==> config.mk <==
export PLATFORM = sky130hd
export DESIGN_NAME = n2_bcd_digit_collector
export DESIGN_NICKNAME = d
export VERILOG_FILES = /design/src/rtl/n2_bcd_digit_collector.sv
export SDC_FILE = /design/constraint.sdc
export NUM_CORES = 1
export LEC_CHECK = 0
export BUFFER_PORTS_ARGS = -buffer_cell sky130_fd_sc_hd__buf_2
export CAP_MARGIN = 20
export CORE_MARGIN = 1.5
export CORE_UTILIZATION = 41
export DETAILED_ROUTE_END_ITERATION = 7
export HOLD_SLACK_MARGIN = 0.12
export PLACE_DENSITY = 0.71
export SYNTH_ARGS = -nofsm -noshare
export SYNTH_HDL_FRONTEND = slang
export SYNTH_SLANG_ARGS = --single-unit
==> constraint.sdc <==
create_clock -name clock -period 0.9 [get_ports clock]
set_input_delay 0.045 -clock clock [delete_from_list [all_inputs] [get_ports clock]]
set_output_delay 0.045 -clock clock [all_outputs]
set_load 0.01 [all_outputs]
==> src/rtl/n2_bcd_digit_collector.sv <==
// n2_bcd_digit_collector
// Collects up to two BCD digits over a valid/ready handshake. The pair is
// held on registered tens/units outputs that feed the BCD-to-binary converter.
// A complete number is flagged with out_valid and held until out_ack.
module n2_bcd_digit_collector (
    input  logic       clock,
    input  logic       reset,
    input  logic [3:0] d3_d0,
    input  logic       d_valid,
    output logic       d_ready,
    input  logic       enter,
    input  logic       clr,
    output logic [3:0] a3_a0,
    output logic [3:0] b3_b0,
    output logic       out_valid,
    input  logic       out_ack,
    output logic       err
);

    typedef enum logic [1:0] {
        EMPTY = 2'd0,
        ONE   = 2'd1,
        FULL  = 2'd2
    } state_t;

    state_t     state;
    state_t     state_next;
    logic [3:0] tens_next;
    logic [3:0] units_next;
    logic       err_next;
    logic       digit_ok;

    // Handshake and status flags are decoded purely from the registered state,
    // so no input reaches an output combinationally.
    assign d_ready   = (state != FULL);
    assign out_valid = (state == FULL);
    assign digit_ok  = (d3_d0 <= 4'd9);

    // State, digit and error registers; reset returns everything to EMPTY/zero.
    always_ff @(posedge clock) begin
        if (reset) begin
            state <= EMPTY;
            a3_a0 <= 4'd0;
            b3_b0 <= 4'd0;
            err   <= 1'b0;
        end else begin
            state <= state_next;
            a3_a0 <= tens_next;
            b3_b0 <= units_next;
            err   <= err_next;
        end
    end

    // Next-state logic: clr beats out_ack, which beats a digit, which beats enter.
    always_comb begin
        state_next = state;
        tens_next  = a3_a0;
        units_next = b3_b0;
        err_next   = 1'b0;

        if (clr) begin
            state_next = EMPTY;
            tens_next  = 4'd0;
            units_next = 4'd0;
        end else begin
            case (state)
                EMPTY: begin
                    if (d_valid) begin
                        if (digit_ok) begin
                            state_next = ONE;
                            tens_next  = 4'd0;
                            units_next = d3_d0;
                        end else begin
                            err_next = 1'b1;
                        end
                    end
                end
                ONE: begin
                    if (d_valid && digit_ok) begin
                        state_next = FULL;
                        tens_next  = b3_b0;
                        units_next = d3_d0;
                    end else begin
                        if (d_valid) begin
                            err_next = 1'b1;
                        end
                        if (enter) begin
                            state_next = FULL;
                            tens_next  = 4'd0;
                        end
                    end
                end
                FULL: begin
                    if (out_ack) begin
                        state_next = EMPTY;
                        tens_next  = 4'd0;
                        units_next = 4'd0;
                    end
                end
                default: begin
                    state_next = EMPTY;
                    tens_next  = 4'd0;
                    units_next = 4'd0;
                end
            endcase
        end
    end

endmodule
==> results_tabular.tex <==
\begin{tabular}{lr}
\hline
Metric & Value \\
\hline
\multicolumn{2}{l}{\textbf{Synth}} \\
\quad Mean cell area of the mapped netlist & between 9 and 10 um2 \\
\quad Netlist area before placement & between 500 and 600 um2 \\
\quad Most numerous cell types in the synthesized netlist & dfxtp\_1, a21oi\_1, nand4\_1 \\
\quad Cell variety after synth & 28 \\
\quad Syn Nets & 74 \\
\quad Number of enable-type register cells in the synthesized netlist & 0 \\
\quad Most frequent cell after synthesis & dfxtp\_1 \\
\quad Portion of the post-synthesis area used by sequential elements & between 30\% and 40\% \\
\quad Top FF cell, synth & dfxtp\_1 \\
\quad Proportion of netlist area held by the largest area contributor & 37.9\% \\
\quad Warnings, synthesis & 0 \\
\quad Cell taking the most area after synthesis & dfxtp\_1 \\
\quad Post-synthesis sequential element count & 11 \\
\quad Syn Inst Count & 64 \\
\quad Leading cell types by total area after synthesis & dfxtp\_1, a21oi\_1, nand4\_1, o2111ai\_1, nor3b\_4 \\
\quad Share of synthesized registers carrying an async set or reset & 0\% \\
\multicolumn{2}{l}{\textbf{STA}} \\
\quad Worst relative slew slack & between 80 and 90\% \\
\quad Min Tclk post-route & between 1 and 1.5 ns \\
\quad Share of the clock period used by the worst path & 121\% \\
\quad Total Neg Setup Slack & -1.50 ns \\
\quad Hold WS & approximately 0.13 ns \\
\quad Setup slack after layout & -0.190 ns \\
\quad Unrepaired setup endpoints after global routing & true \\
\quad Number of hold-slack violations in the final timing report & 0 \\
\quad Max-slew violation total from the final report & 0 \\
\quad Tightest Pin Transition & around 0.25 ns \\
\quad FMAX & roughly 0.92 GHz \\
\quad Final worst clock skew & between 0.002 and 0.0025 ns \\
\quad Finish-stage setup viols & 12 \\
\multicolumn{2}{l}{\textbf{Setup path}} \\
\quad Depth of the critical timing path with buffers and inverters included & 3 \\
\quad Critical path fanouts, max & 5 \\
\quad CP Data Arrival Time & between 1 and 1.5 ns \\
\quad Capturing element type of the critical path & primary output \\
\quad CP Cell Sequence & or2b\_1 -> inv\_1 -> buf\_2 \\
\quad Category of the most critical setup path & reg -> out \\
\quad Cell at the slowest stage of the critical path & dfxtp\_4 \\
\quad Startpoint kind of the worst setup timing path & flop \\
\quad Depth of the most critical reg-to-reg path & 4 \\
\quad Crit-path max cell delay & about 0.37 ns \\
\quad Number of buffer and inverter instances along the worst setup path & 2 \\
\quad Req. time, crit path & 0.85 ns \\
\quad Origin of the critical flop-to-flop path & state[1] \\
\quad Flop-to-flop setup slack & -0.16 ns \\
\quad Family of cells with the greatest summed delay on the critical path & flip-flops \\
\quad Reg2reg end & a3\_a0[1] \\
\quad Capture point of the critical path & out\_valid \\
\quad Launch point of the critical path & state[1] \\
\multicolumn{2}{l}{\textbf{Power}} \\
\quad Leakage power figure & $\sim$0.00037 uW \\
\quad Power per Cell Area & $\sim$1200 nW/um2 \\
\quad Comb pwr share & about 17\% \\
\quad Internal power & 744 uW \\
\quad Total power & approximately 1000 uW \\
\quad Switching Power & 290 uW \\
\quad Clk pwr share & roughly 35\% \\
\quad Worst IR drop on VDD & just over 0.6 mV \\
\quad Net switching fraction of the power & $\sim$28\% \\
\quad Sequential fraction of design power & slightly below 50\% \\
\multicolumn{2}{l}{\textbf{Global route}} \\
\quad Initial antenna violation count & 0 \\
\quad Final global-route overflow total & 0 \\
\quad Global-route wire length before repair & 2.25 mm \\
\quad Total GRT Usage & 21.5\% \\
\quad Maximum number of pins on one net before global-route repair & 10 \\
\quad Number of global-route vias before repair & 523 \\
\multicolumn{2}{l}{\textbf{Detailed routing}} \\
\quad DRT antenna net count & 0 \\
\quad Per-cell via count in the routed design & roughly 5.6 \\
\quad Remaining design rule violation count & 0 \\
\quad 1st-pass router iterations & 4 \\
\quad Count of vias placed by the detailed router & between 600 and 700 \\
\quad Drt total wl & 1.65 mm \\
\quad Routed wire length per instance & around 14 um \\
\quad Drt initial violations & 15 \\
\multicolumn{2}{l}{\textbf{CTS}} \\
\quad TritonCTS Sinks & 11 \\
\quad Maximum level of the CTS H-tree & 1 \\
\quad Clock buffer count from CTS & 3 \\
\quad Clk Tree Root Cell & clkbuf\_4 \\
\quad Max Buffers Root-to-Sink & 2 \\
\quad CTS tree & yes \\
\quad Clock transition at path regs & about 0.070 ns \\
\quad Worst skew pair latency & 0.27 ns \\
\multicolumn{2}{l}{\textbf{Floorplanning}} \\
\quad Starting Density & $\sim$44\% \\
\quad Area enclosed by the die boundary & approximately 1700 um2 \\
\quad I/O pin count & 21 \\
\quad Placeable core region & about 1300 um2 \\
\quad Die span in y & $\sim$41 um \\
\quad Chip width & 40.6 um \\
\quad \# rows & 13 \\
\multicolumn{2}{l}{\textbf{Outcome}} \\
\quad Run status & finished, violations left \\
\quad Failing checks & setup timing \\
\multicolumn{2}{l}{\textbf{Final layout}} \\
\quad Number of antenna repair diodes & 0 \\
\quad Fraction of layout cells with a size suffix above 1 & 55.6\% \\
\quad Post-Layout Inst Area & 892 um2 \\
\quad Layout Area Growth over Synthesis & 53.7\% \\
\quad Post-layout net count & 110 \\
\quad Count of filler cells inserted in the layout & 107 \\
\multicolumn{2}{l}{\textbf{Job}} \\
\quad Number of max-capacitance violations reported & 0 \\
\multicolumn{2}{l}{\textbf{Placed design}} \\
\quad DP Wirelength & slightly below 1 mm \\
\quad Setup WS pre-CTS & -0.152 ns \\
\quad Placed standard-cell area & 701 um2 \\
\quad Final estimated routing congestion in global placement & between 0.8 and 0.9 \\
\quad Count of buffers from port buffering & 20 \\
\multicolumn{2}{l}{\textbf{Worst hold path}} \\
\quad Worst hold-check path type & in -> reg \\
\hline
\end{tabular}
==> through the flow <==
| step | utilization (%) | cells |
|---|---|---|
| global placement | 53.2 | 99 |
| finish | 67.7 | 114 |
| floorplan | - | 64 |
| CTS | 63.4 | 112 |
| global route | 67.7 | 114 |
| detailed placement | 53.2 | 99 |
==> flip-flops by register name, summed over array words and instances, names as in the netlist <==
name,cells
a3_a0,4
b3_b0,4
err,1
state,2
==> power groups by stage <==
| stage | clock [uW] | combinational, uW | sequential, uW |
|---|---|---|---|
| after floorplan | 0 | 75.3 | 512 |
| after global placement | 0 | 129 | 513 |
| after detailed placement | 0 | 130 | 514 |
| after CTS | 352 | 161 | 496 |
| after global routing | 375 | 194 | 499 |
| final | 357 | 179 | 497 |
==> timing repair <==
action | in CTS | in global routing
pin swaps | 9 | 10
gates resized for setup | 10 | 10
hold endpoints to repair | 5 | 0
setup endpoints to repair | 12 | 14
setup buffers | 5 | 2
hold buffers | 4 | 0
==> layout by cell type (no fill, tap or decap), types with 2 or more instances in the layout <==
cell,count
buf_2,20
buf_4,8
dfxtp_1,7
nand4_1,6
a21oi_1,5
nand2_1,4
dlygate4sd3_1,4
a21oi_2,3
clkbuf_4,3
inv_1,2
o211ai_1,2
o21ai_4,2
a31oi_1,2
nor3_2,2
o2111ai_1,2
o2111ai_2,2
nor2_1,2
dfxtp_2,2
buf_6,2
dfxtp_4,2
==> worst min-delay path by stage <==
stage	startpoint	end	slack, ns	cells after the start
floorplan	reset	state[0]	0.21	2
detailed placement	reset	state[0]	0.32	3
global placement	reset	state[0]	0.32	3
CTS	out_ack	b3_b0[3]	0.1	4
finish	enter	state[1]	0.13	3
global route	enter	a3_a0[0]	0.16	4
==> layer usage <==
layer  track usage (%)  vias to the layer above  part of all wire (%)
met5                 0                        -                     0
met4              7.50                        0                  0.61
met3              9.78                        2                   4.8
met2              30.2                       15                    47
met1              28.6                      303                    48
li1                  -                      316                     -
==> worst register-to-register path, delay by kind of cell (launching register included) <==
| kind | cells | cell delay (ns) |
|---|---|---|
| compound gates | 3 | 0.49 |
| buf+inv | 1 | 0.14 |
| flops | 1 | 0.36 |
==> kinds of logic (layout without fill, tap and decap cells) <==
logic type	count (synthesis)	count (layout)	share of synthesized area (%)
AND/OR/NAND/NOR	23	23	26.5
flip-flops	11	11	37.9
buffers and inverters	6	41	5.60
AO/OA/AOI/OAI	24	24	30.0
==> area by class of cell <==
type	count	area (um2)	area share (%)
clock buffer	4	26.3	2.95
inverter	3	15.0	1.68
multi-input combinational	47	379	42.5
sequential	11	230	25.8
tap	15	18.8	2.10
timing repair buffer	34	223	25.0
No activity file was read; power rests on OpenSTA's default activity.
